File: config.mk
export PLATFORM = sky130hd
export DESIGN_NAME = uart_tx_mmio
export DESIGN_NICKNAME = d
export VERILOG_FILES = /design/src/rtl/uart_tx_mmio.sv
export SDC_FILE = /design/constraint.sdc
export NUM_CORES = 1
export LEC_CHECK = 0
export ABC_AREA = 1
export BUFFER_PORTS_ARGS = -buffer_cell sky130_fd_sc_hd__buf_4
export CAP_MARGIN = 20
export CORE_ASPECT_RATIO = 0.5
export CORE_MARGIN = 8
export CORE_UTILIZATION = 61
export CTS_BUF_LIST = sky130_fd_sc_hd__clkbuf_8
export DETAILED_ROUTE_END_ITERATION = 8
export PLACE_DENSITY_LB_ADDON = 0.3
export SLEW_MARGIN = 10
export SYNTH_ARGS = -nofsm -noshare
export SYNTH_HDL_FRONTEND = slang
export SYNTH_SLANG_ARGS = --single-unit
export TNS_END_PERCENT = 5
File: constraint.sdc
create_clock -name clk -period 4.98 [get_ports clk]
set_clock_uncertainty 0.15 [all_clocks]
set_input_delay 0.498 -clock clk [delete_from_list [all_inputs] [get_ports clk]]
set_output_delay 0.498 -clock clk [all_outputs]
set_load 0.02 [all_outputs]
File: src/rtl/uart_tx_mmio.sv
// Memory-mapped 8N1 UART transmitter: stores to TXDATA queue bytes in a FIFO,
// a two-process FSM serializes them onto tx, and STATUS is readable in the same window.
module uart_tx_mmio #(
    parameter logic [31:0] BASE_ADDR    = 32'h0001_0000,
    parameter int          CLKS_PER_BIT = 868,
    parameter int          FIFO_DEPTH   = 8
) (
    input  logic        clk,
    input  logic        rst,
    input  logic [31:0] addr,
    input  logic [31:0] write_data,
    input  logic [1:0]  data_size,
    input  logic        mem_write,
    output logic [31:0] read_data,
    output logic        tx,
    output logic        busy
);
    localparam int AW = $clog2(FIFO_DEPTH);
    localparam int CW = $clog2(CLKS_PER_BIT);
    localparam logic [CW-1:0] CNT_LAST = CW'(CLKS_PER_BIT - 1);

    typedef enum logic [1:0] {IDLE, START, DATA, STOP} state_t;

    state_t        state_q, state_d;
    logic [CW-1:0] cnt_q, cnt_d;
    logic [2:0]    bitIdx_q, bitIdx_d;
    logic [7:0]    shift_q, shift_d;
    logic          tx_q, tx_d;
    logic          overflow_q, overflow_d;
    logic [AW:0]   wptr_q, wptr_d, rptr_q, rptr_d;
    logic [7:0]    fifoMem [FIFO_DEPTH];

    logic sel, wrData, wrStatus, fifoEmpty, fifoFull;
    logic push, pop, txActive, bitEnd;
    logic unusedOk;

    assign sel       = (addr[31:3] == BASE_ADDR[31:3]);
    assign wrData    = sel & mem_write & ~addr[2];
    assign wrStatus  = sel & mem_write & addr[2];
    assign fifoEmpty = (wptr_q == rptr_q);
    assign fifoFull  = (wptr_q[AW] != rptr_q[AW]) && (wptr_q[AW-1:0] == rptr_q[AW-1:0]);
    // A store to a full FIFO still fits when the transmitter frees a slot on the same edge.
    assign push      = wrData & (~fifoFull | pop);
    assign txActive  = (state_q != IDLE);
    assign busy      = txActive | ~fifoEmpty;
    assign bitEnd    = (cnt_q == CNT_LAST);
    assign tx        = tx_q;
    assign read_data = (sel & addr[2]) ?
                       {28'd0, overflow_q, txActive, fifoEmpty, fifoFull} : 32'd0;
    assign unusedOk  = ^{data_size, write_data[31:8], addr[1:0]};

    always_comb begin
        state_d  = state_q;
        cnt_d    = cnt_q;
        bitIdx_d = bitIdx_q;
        shift_d  = shift_q;
        pop      = 1'b0;
        if (state_q != IDLE) begin
            cnt_d = bitEnd ? '0 : cnt_q + CW'(1);
        end
        case (state_q)
            IDLE: begin
                if (!fifoEmpty) begin
                    pop     = 1'b1;
                    shift_d = fifoMem[rptr_q[AW-1:0]];
                    cnt_d   = '0;
                    state_d = START;
                end
            end
            START: begin
                if (bitEnd) begin
                    bitIdx_d = '0;
                    state_d  = DATA;
                end
            end
            DATA: begin
                if (bitEnd) begin
                    shift_d  = {1'b0, shift_q[7:1]};
                    bitIdx_d = bitIdx_q + 3'd1;
                    if (bitIdx_q == 3'd7) begin
                        state_d = STOP;
                    end
                end
            end
            STOP: begin
                // Chain straight into the next start bit so queued frames leave no idle gap.
                if (bitEnd) begin
                    if (!fifoEmpty) begin
                        pop     = 1'b1;
                        shift_d = fifoMem[rptr_q[AW-1:0]];
                        state_d = START;
                    end else begin
                        state_d = IDLE;
                    end
                end
            end
            default: state_d = IDLE;
        endcase
    end

    always_comb begin
        tx_d = 1'b1;
        if (state_q == START) begin
            tx_d = 1'b0;
        end else if (state_q == DATA) begin
            tx_d = shift_q[0];
        end
    end

    always_comb begin
        wptr_d     = push ? wptr_q + (AW+1)'(1) : wptr_q;
        rptr_d     = pop  ? rptr_q + (AW+1)'(1) : rptr_q;
        overflow_d = overflow_q;
        if (wrStatus & write_data[3]) begin
            overflow_d = 1'b0;
        end
        if (wrData & fifoFull & ~pop) begin
            overflow_d = 1'b1;
        end
    end

    always_ff @(posedge clk or posedge rst) begin
        if (rst) begin
            state_q    <= IDLE;
            cnt_q      <= '0;
            bitIdx_q   <= '0;
            shift_q    <= '0;
            tx_q       <= 1'b1;
            overflow_q <= 1'b0;
            wptr_q     <= '0;
            rptr_q     <= '0;
        end else begin
            state_q    <= state_d;
            cnt_q      <= cnt_d;
            bitIdx_q   <= bitIdx_d;
            shift_q    <= shift_d;
            tx_q       <= tx_d;
            overflow_q <= overflow_d;
            wptr_q     <= wptr_d;
            rptr_q     <= rptr_d;
        end
    end

    // Storage is left unreset; the pointers alone decide which entries are valid.
    always_ff @(posedge clk) begin
        if (push) begin
            fifoMem[wptr_q[AW-1:0]] <= write_data[7:0];
        end
    end
endmodule

==> flow_summary.toml, run 1 <==
[status]
run_status = "finished clean"

[route]
vias_per_cell = 5.21
via_count = 3622
routed_wirelength_normalized_by_instance_count_um = 14.4
postRouteWirelength_um = 10000
postRouteAntennaNets = 0
first_iter_violations = 271
remaining_drc_errors = 0
drt_pre_antenna_iters = 6

[synth]
netlist_instances = 533
ys_seq_elements = 97
per_instance_average_area_after_synthesis_um2 = 9.29
netlist-cell-type-count = 37
post-synth-top-area-cell = "sky130_fd_sc_hd__edfxtp_1"
synth-edff-count = 64
synth-async-reset-ratio_pct = 34.0
post_synth_main_area_contributors = "sky130_fd_sc_hd__edfxtp_1 (39%), sky130_fd_sc_hd__dfrtp_1 (16%), sky130_fd_sc_hd__nand2_1 (11%)"
synth_flop_cell = "sky130_fd_sc_hd__edfxtp_1"
synthDominantCellAreaShare_pct = 38.8
ys.warnings.count = 0
cell_area_synth_mm2 = 0.00495
synth_sequential_area_ratio_pct = 55.5

[floorplan]
std_cell_rows = 23
floorplan.die.width_um = 143
die_h_um = 79.7
floorplan.io_pins = 103
initial_core_util_pct = 62.4
floorplan_core_area_mm2 = 0.00794
dieArea_mm2 = 0.0114

[global_routing]
grt_antenna_before_repair = 0
grt_pass1_wl_um = 16100
global_route.usage.met2_pct = 29.8
grt.busiest_layer = "met2"
grt_start_max_net_pins = 37
globalRouteTotalUtil_pct = 18.3
gr-total-overflow = 0
grt_pass1_vias = 3357
grt.met3_usage_pct = 4.36
met1_usage_pct = 23.4

[clock_network]
ctsHoldBuffers = 0
cts_inserted_buffers = 9
clock-root-buffer = "sky130_fd_sc_hd__clkbuf_8"
cts_clk_pin_slew_worst_paths_ns = 0.10
h-tree-depth = 3
cts_tree = "yes"
numClockSinks = 97
insertion_delay_ns = 0.39
cts_repair_resize_count = 0
post_cts_buffers = 0
cts-root-to-sink-buffers = 2

[timing]
report.final.setup_viol = 0
maxSlewViolCount = 0
worst-slew-pin-transition_ns = 1.00
finalHoldViolCount = 0
unrepaired_setup_endpoints_after_global_routing = "false"
setup_total_negative_slack_ns = 0
max_freq_ghz = 0.303
final.period_utilization_pct = 66.2
slew_headroom_pct = 32.9
final_min_period_ns = 3.30

[power_and_ir_drop]
vdd.ir_drop.worst_v = 0.000222
cellLeakagePower_nw = 2.42
power_per_cell_area_mw_per_mm2 = 294

[layout]
final_common_cell = "sky130_fd_sc_hd__nand2_1"
final_cell_area_mm2 = 0.00550
multi_input_area_mm2 = 0.00183
antenna_cells_inserted = 0
final_cells = 695
layout-drive-gt1-share_pct = 15.6
fin_nets = 657
most_used_cells_in_the_layout_excluding_fill_and_tap_cells = "sky130_fd_sc_hd__nand2_1 (149), sky130_fd_sc_hd__nand3_1 (65), sky130_fd_sc_hd__edfxtp_1 (64)"
layout-area-overhead-vs-synth_pct = 11.0
filler_cell_count = 597
register_area_mm2 = 0.00275

[flow_run]
cap_viol_max_count = 0

[worst_setup_path]
crit_path_end_kind = "output port"
worstPathRequired_ns = 4.33
start_kind = "flop"
r2r_slack_ns = 1.72
cp_max_fo = 22
cp_data_arrival_time_ns = 2.65
category_of_the_critical_setup_timing_path = "flop to output port"

[placed_design]
port-buffer-count = 46
placedInstanceArea_mm2 = 0.00527
place_hpwl_um = 6870
gp_routability_congestion = 0.814
placed_cells = 678

[min_path]
min_path_type = "input port to async pin"
Yosys cell counts, types with 2 or more instances:
cell                       number
sky130_fd_sc_hd__o31ai_1        4
sky130_fd_sc_hd__nand3_1       65
sky130_fd_sc_hd__edfxtp_1      64
sky130_fd_sc_hd__nand2_4        3
sky130_fd_sc_hd__inv_2          7
sky130_fd_sc_hd__xor2_1         7
sky130_fd_sc_hd__clkbuf_1       7
sky130_fd_sc_hd__a21oi_4        2
sky130_fd_sc_hd__or2_2          2
sky130_fd_sc_hd__o21ai_0       13
sky130_fd_sc_hd__buf_4         30
sky130_fd_sc_hd__nor3_1         2
sky130_fd_sc_hd__and2_1         2
sky130_fd_sc_hd__nand2_2        4
sky130_fd_sc_hd__inv_1         43
sky130_fd_sc_hd__nand4_1        2
sky130_fd_sc_hd__nand2_1      149
sky130_fd_sc_hd__nor2_4         3
sky130_fd_sc_hd__o21ai_1        6
sky130_fd_sc_hd__nor2_1        49
sky130_fd_sc_hd__dfrtp_1       32
sky130_fd_sc_hd__mux2i_1        7
sky130_fd_sc_hd__ha_1          10
sky130_fd_sc_hd__o211ai_1       2
sky130_fd_sc_hd__a21oi_1        3
sky130_fd_sc_hd__buf_2          3
sky130_fd_sc_hd__o21ai_2        2
where the power goes:
group          internal (mW)  switching (mW)
logic                 0.0627           0.103
registers              0.887          0.0248
clock network          0.243           0.297
final timing paths:
kind | start | cells past startpoint | endpoint
max in group asynchronous | rst | 3 | tx
worst max-delay path | rptr_q[1] | 9 | read_data[0]
worst min register to register | bitIdx_q[1] | 2 | bitIdx_q[1]
min in group clk | write_data[4] | 1 | fifoMem[0][4]
worst max register to register | rptr_q[1] | 9 | fifoMem[6][3]
worst min-delay path | rst | 3 | wptr_q[3]
final cells by class:
type	count	area share, %
well taps	112	2.55
inverters	52	3.62
flip-flops and latches	97	50.0
repair buffers	48	6.92
clock buffers	9	2.25
clock inverters	7	1.50
multi-input cells	370	33.2
cell families after synthesis:
family,count (synthesis),share of synthesized area (%)
simple gates,284,25.2
flops,97,55.5
buf+inv,93,9.70
compound gates,34,4.40
fa+ha+maj,10,2.53
xor+xnor,7,1.24
mux,7,1.41
other cells,1,0.0757
flip-flops by register name (all words and copies together) (netlist names):
name / flops
fifoMem: 64
shift_q: 8
bitIdx_q: 3
cnt_q: 10
state_q: 2
wptr_q: 4
rptr_q: 4
tx: 1
overflow_q: 1
layer usage:
metal	up-vias	wire length, um	share of wire, %
met4	0	203	2.0
met1	1675	4260	43
li1	1784	-	-
met5	-	0	0
met3	20	941	9.4
met2	143	4610	46
worst max-delay path, cell delays in order, from the launching register on:
cell and delay, ns:
sky130_fd_sc_hd__dfrtp_1 0.90, sky130_fd_sc_hd__inv_2 0.34, sky130_fd_sc_hd__nand2_1 0.15, sky130_fd_sc_hd__nand2_1 0.09
sky130_fd_sc_hd__nor2_4 0.20, sky130_fd_sc_hd__nand2_2 0.08, sky130_fd_sc_hd__a21oi_4 0.18, sky130_fd_sc_hd__inv_1 0.06
sky130_fd_sc_hd__nor2_1 0.10, sky130_fd_sc_hd__buf_4 0.15
metrics by stage:
step                utilization, %  total power [mW]  setup WS [ns]  hold slack, ns
detailed placement            66.3              1.09           1.56           0.322
CTS                           68.9              1.62           1.43          0.0489
finish                        69.3              1.62           1.68          0.0406
global route                  69.3              1.69           1.56          0.0845
floorplan                        -              1.05           2.75           0.292
global placement              66.3              1.09           1.63           0.306
No activity file was read; power rests on OpenSTA's default activity.
==> inputs of run 2 (changes only) <==
--- a/config.mk
+++ b/config.mk
@@ -10,7 +10,7 @@
 export CAP_MARGIN = 20
 export CORE_ASPECT_RATIO = 0.5
 export CORE_MARGIN = 8
-export CORE_UTILIZATION = 61
+export CORE_UTILIZATION = 57
 export CTS_BUF_LIST = sky130_fd_sc_hd__clkbuf_8
 export DETAILED_ROUTE_END_ITERATION = 8
 export PLACE_DENSITY_LB_ADDON = 0.3
==> constraint.sdc (replaced) <==
create_clock -name clk -period 3.3 [get_ports clk]
set_clock_uncertainty 0.15 [all_clocks]
set_input_delay 0.33 -clock clk [delete_from_list [all_inputs] [get_ports clk]]
set_output_delay 0.33 -clock clk [all_outputs]
set_load 0.02 [all_outputs]
==> run 2 against run 1 <==
Worst hold slack worse by 0.0023 ns. Largest cell class unchanged. Cell area grew 0.45%. Global-route usage decreased by 1.1 points. Combinational power up 54%.
==> flow_summary.toml, run 2 (synthesized netlist as in run 1, its figures left out) <==
[power_and_ir_drop]
power_frac_clock_pct = 30.9
seqPwrFrac_pct = 58.3
net_switching_power_figure_uw = 630
cellLeakagePower_nw = 2.44
switching_share_of_total_power_pct = 26.7
power_per_cell_area_mw_per_mm2 = 426
vdd.ir_drop.worst_v = 0.000278
comb_power_share_pct = 10.8
cell_internal_pwr_mw = 1.73

[placed_design]
gp_routability_congestion = 0.840
place_hpwl_um = 7090
port-buffer-count = 46
place_worst_setup_slack_ns = 0.433

[worst_setup_path]
worst_path_max_delay_cell = "sky130_fd_sc_hd__nor2_1"
crit_top_cell = "sky130_fd_sc_hd__nand2_4"
timing.critical_path.cells = "inv_2, nand2_1, nand2_2, nor2_4, a21oi_4, nand2_4, nand2_4, nand3_2, nor2_1"
cp_max_fo = 11
cp_data_arrival_time_ns = 2.71
cp.buffers_inverters = 1
timing.rr.start = "rptr_q[2]"
critical-path-max-stage-delay_ns = 0.70
crit_path_end_kind = "flop"
worstPathRequired_ns = 3.14
critical-path-top-delay-family = "simple AND/OR/NAND/NOR gates"
category_of_the_critical_setup_timing_path = "flop to flop"
start_kind = "flop"
rr_endpoint = "fifoMem[6][3]"
r2r_slack_ns = 0.43
timing.reg2reg.worst_path_depth = 9

[timing]
setup_total_negative_slack_ns = 0
unrepaired_setup_endpoints_after_global_routing = "false"
finalHoldViolCount = 0
maxSlewViolCount = 0
final.period_utilization_pct = 87.0
max_freq_ghz = 0.348
report.final.setup_viol = 0
final_min_period_ns = 2.87
slew_headroom_pct = 40.5
worst-slew-pin-transition_ns = 0.890
worst_slack_ns = 0.429

[global_routing]
globalRouteTotalUtil_pct = 17.2
grt_start_max_net_pins = 34
grt_pass1_vias = 3431
gr-total-overflow = 0
grt_pass1_wl_um = 16300
grt_antenna_before_repair = 0

[layout]
most_used_cells_in_the_layout_excluding_fill_and_tap_cells = "sky130_fd_sc_hd__nand2_1 (149), sky130_fd_sc_hd__nand3_1 (65), sky130_fd_sc_hd__edfxtp_1 (64)"
fin_nets = 665
final_common_cell = "sky130_fd_sc_hd__nand2_1"
largest_register_ff_count = 64
layout-drive-gt1-share_pct = 16.4
antenna_cells_inserted = 0
layout-area-overhead-vs-synth_pct = 11.5

[clock_network]
numClockSinks = 97
h-tree-depth = 3
post_cts_buffers = 0
insertion_delay_ns = 0.37
cts_tree = "yes"
cts-root-to-sink-buffers = 2
cts_inserted_buffers = 9
clock-root-buffer = "sky130_fd_sc_hd__clkbuf_8"
cts_clk_pin_slew_worst_paths_ns = 0.10

[floorplan]
die_h_um = 81.9
dieArea_mm2 = 0.0121
std_cell_rows = 24
floorplan.io_pins = 103
initial_core_util_pct = 57.9
floorplan.die.width_um = 148
floorplan_core_area_mm2 = 0.00856

[flow_run]
cap_viol_max_count = 0

[route]
drt_pre_antenna_iters = 5
vias_per_cell = 5.05
routed_wirelength_normalized_by_instance_count_um = 13.9
via_count = 3574
postRouteAntennaNets = 0
postRouteWirelength_um = 9840
remaining_drc_errors = 0
first_iter_violations = 312

[min_path]
worst_hold_startpoint = "write_data[7]"
min_path_type = "input port to flop"
whs_path_depth = 1
worstHoldEndpoint = "fifoMem[2][7]"

[status]
run_status = "finished clean"
[run 2: cell count changes in the layout (fill, tap and decap cells not counted)]
cell,delta
sky130_fd_sc_hd__dlygate4sd3_1,+1
sky130_fd_sc_hd__buf_4,+8
sky130_fd_sc_hd__bufinv_16,-1
sky130_fd_sc_hd__inv_1,-1
sky130_fd_sc_hd__clkinv_1,+2
sky130_fd_sc_hd__inv_6,-1
sky130_fd_sc_hd__buf_16,-1
sky130_fd_sc_hd__inv_8,+1
[run 2: final cells by class]
| cell class | count | area [um^2] |
|---|---|---|
| fillers | 722 | 3030 |
| flip-flops and latches | 97 | 2750 |
| multi-input cells | 370 | 1830 |
| repair buffers | 56 | 423 |
| inverters | 52 | 199 |
| well taps | 117 | 146 |
| clock buffers | 9 | 124 |
| clock inverters | 7 | 58.8 |
[run 2: worst max path at each step]
| stage | startpoint | end | slack, ns | depth (start not counted) |
|---|---|---|---|---|
| final | rptr_q[2] | fifoMem[6][3] | 0.43 | 9 |
| after global routing | rptr_q[2] | fifoMem[6][3] | 0.29 | 9 |
| after CTS | rptr_q[2] | fifoMem[6][3] | 0.43 | 9 |
| after detailed placement | rptr_q[2] | fifoMem[6][6] | 0.43 | 9 |
| after global placement | rptr_q[2] | fifoMem[6][4] | 0.50 | 9 |
| after floorplan | cnt_q[0] | fifoMem[1][0] | 1.07 | 11 |
[run 2: repair_timing]
action                     4_1_cts  5_1_grt
hold endpoints to repair         9        0
setup endpoints to repair        0        0
resized for setup                0        0
hold buffers                     1        0
[run 2: power by group through the flow]
stage          Sequential, mW  Combinational [mW]  Clock [mW]
2_1_floorplan            1.39               0.200           0
6_report                 1.37               0.255       0.727
3_3_place_gp             1.40               0.246           0
5_1_grt                  1.38               0.293       0.790
4_1_cts                  1.37               0.255       0.743
3_5_place_dp             1.40               0.253           0
[run 2: metal layers]
metal | part of all wire, % | global-route usage (%) | vias up
li1 | - | - | 1797
met2 | 46 | 29.3 | 112
met3 | 8.0 | 4.18 | 13
met5 | 0 | 0 | -
met4 | 2.0 | 6.46 | 0
met1 | 44 | 21.3 | 1652
[run 2: per-stage QoR]
stage                     instances  hold WS (ns)  power [mW]  area (um^2)  utilization (%)
after floorplan                 560         0.279        1.59         5050                -
after global placement          691         0.190        1.64         5330             62.3
after detailed placement        691         0.188        1.65         5330             62.3
after CTS                       708        0.0263        2.37         5530             64.6
after global routing            708        0.0311        2.46         5530             64.6
final                           708        0.0383        2.35         5530             64.6
==> inputs of run 3 (changes only) <==
--- a/config.mk
+++ b/config.mk
@@ -10,10 +10,10 @@
 export CAP_MARGIN = 20
 export CORE_ASPECT_RATIO = 0.5
 export CORE_MARGIN = 8
-export CORE_UTILIZATION = 57
+export CORE_UTILIZATION = 45
 export CTS_BUF_LIST = sky130_fd_sc_hd__clkbuf_8
 export DETAILED_ROUTE_END_ITERATION = 8
-export PLACE_DENSITY_LB_ADDON = 0.3
+export PLACE_DENSITY = 0.71
 export SLEW_MARGIN = 10
 export SYNTH_ARGS = -nofsm -noshare
 export SYNTH_HDL_FRONTEND = slang
==> run 3 against run 2 <==
Critical path depth shrank 1. Maximum frequency grew 9.1%. Global-route usage shrank 3.6 points. Worst hold slack lost 0.0058 ns. Sequential power is essentially flat. Cell area grew 1.3%. Flip-flop and latch count is the same. Combinational power is essentially flat.
==> flow_summary.toml, run 3 (synthesized netlist as in run 1, its figures left out) <==
[status]
run_status = "finished clean"

[clock_network]
insertion_delay_ns = 0.37
cts_inserted_buffers = 9
cts_repair_resize_count = 0
cts-root-to-sink-buffers = 2
h-tree-depth = 3
cts_tree = "yes"
numClockSinks = 97
cts_clk_pin_slew_worst_paths_ns = 0.10
clock-root-buffer = "sky130_fd_sc_hd__clkbuf_8"

[timing]
slew_headroom_pct = 62.9
final_min_period_ns = 2.63
worst-slew-pin-transition_ns = 0.557
report.final.setup_viol = 0
max_freq_ghz = 0.380
final.period_utilization_pct = 79.8
unrepaired_setup_endpoints_after_global_routing = "false"
finalHoldViolCount = 0
fin_worst_hold_slack_ns = 0.0325
maxSlewViolCount = 0
setup_total_negative_slack_ns = 0

[placed_design]
gp_routability_congestion = 0.785
place_hpwl_um = 6840
port-buffer-count = 46

[route]
first_iter_violations = 226
drt_pre_antenna_iters = 4
via_count = 3546
remaining_drc_errors = 0
routed_wirelength_normalized_by_instance_count_um = 13.6
vias_per_cell = 4.80
postRouteAntennaNets = 0
postRouteWirelength_um = 10000

[floorplan]
die_h_um = 90.2
initial_core_util_pct = 45.7
floorplan_core_area_mm2 = 0.0108
dieArea_mm2 = 0.0148
floorplan.die.width_um = 164
std_cell_rows = 27
floorplan.io_pins = 103

[global_routing]
globalRouteTotalUtil_pct = 13.6
grt_pass1_wl_um = 16000
grt_antenna_before_repair = 0
grt_pass1_vias = 3366
gr-total-overflow = 0
grt_start_max_net_pins = 35

[min_path]
worst_hold_startpoint = "write_data[4]"
min_path_type = "input port to flop"

[worst_setup_path]
cp_max_fo = 11
category_of_the_critical_setup_timing_path = "flop to output port"
cp-startpoint = "rptr_q[2]"
crit_path_end_kind = "output port"
start_kind = "flop"
timing.rr.start = "rptr_q[2]"
cp_data_arrival_time_ns = 2.15
worstPathRequired_ns = 2.82

[layout]
layout-area-overhead-vs-synth_pct = 13.0
largest_register_ff_count = 64
most_used_cells_in_the_layout_excluding_fill_and_tap_cells = "sky130_fd_sc_hd__nand2_1 (149), sky130_fd_sc_hd__nand3_1 (65), sky130_fd_sc_hd__edfxtp_1 (64)"
fin_nets = 667
post-route-util_pct = 51.6
filler_cell_count = 951
final_common_cell = "sky130_fd_sc_hd__nand2_1"
antenna_cells_inserted = 0
layout-drive-gt1-share_pct = 16.9

[power_and_ir_drop]
power_frac_clock_pct = 33.4
power_per_cell_area_mw_per_mm2 = 436
vdd.ir_drop.worst_v = 0.000237
comb_power_share_pct = 10.5
seqPwrFrac_pct = 56.2
cellLeakagePower_nw = 2.47
switching_share_of_total_power_pct = 26.3
cell_internal_pwr_mw = 1.80
net_switching_power_figure_uw = 643

[flow_run]
cap_viol_max_count = 0
## run 3: power by group through the flow
stage / Combinational [mW] / Clock (mW) / Sequential (mW)
finish: 0.255 / 0.815 / 1.37
CTS: 0.255 / 0.833 / 1.37
floorplan: 0.200 / 0 / 1.39
global placement: 0.246 / 0 / 1.40
global route: 0.288 / 0.885 / 1.38
detailed placement: 0.254 / 0 / 1.40
## run 3: metrics by stage
stage | std cells | area [um^2] | power, mW | setup slack (ns)
finish | 738 | 5600 | 2.44 | 0.667
global route | 738 | 5600 | 2.55 | 0.487
CTS | 738 | 5600 | 2.46 | 0.635
detailed placement | 721 | 5380 | 1.65 | 0.851
global placement | 721 | 5380 | 1.64 | 0.887
floorplan | 560 | 5050 | 1.59 | 1.07
## run 3: final cells by class
type	count	area (um^2)	area share, %
clock inverters	7	82.6	1.47
clock buffers	9	124	2.21
well taps	145	181	3.24
repair buffers	58	438	7.82
multi-input cells	370	1830	32.6
flip-flops and latches	97	2750	49.1
inverters	52	199	3.55
## run 3: repair_timing
item                       4_1_cts  5_1_grt
setup endpoints to repair        0        0
hold endpoints to repair        32        0
hold buffers                     1        0
buffers inserted                 0        0
## run 3: critical path, cell delays in order, from the launching register on
cell                      delay (ns)
sky130_fd_sc_hd__dfrtp_1        0.63
sky130_fd_sc_hd__inv_2          0.22
sky130_fd_sc_hd__nand2_1        0.12
sky130_fd_sc_hd__nand2_2        0.08
sky130_fd_sc_hd__nor2_4         0.15
sky130_fd_sc_hd__nand2_4        0.10
sky130_fd_sc_hd__nor2_4         0.20
sky130_fd_sc_hd__inv_2          0.10
sky130_fd_sc_hd__buf_4          0.17
## run 3: path summary, 6_finish.rpt
path | end | slack, ns | cells after the start
hold / removal | fifoMem[5][4] | 0.03 | 1
setup reg to reg | fifoMem[7][1] | 0.87 | 9
setup / recovery | busy | 0.67 | 8
min in group asynchronous | cnt_q[9] | 0.44 | 4
max in group asynchronous | tx | 2.22 | 4
hold reg to reg | overflow_q | 0.33 | 2
## run 3: routing by layer
metal	GRT usage [%]	share of wire [%]	vias up
li1	-	-	1796
met1	16.8	43	1640
met2	22.5	47	95
met3	3.69	7.8	15
met4	5.07	1.7	0
met5	0	0	-
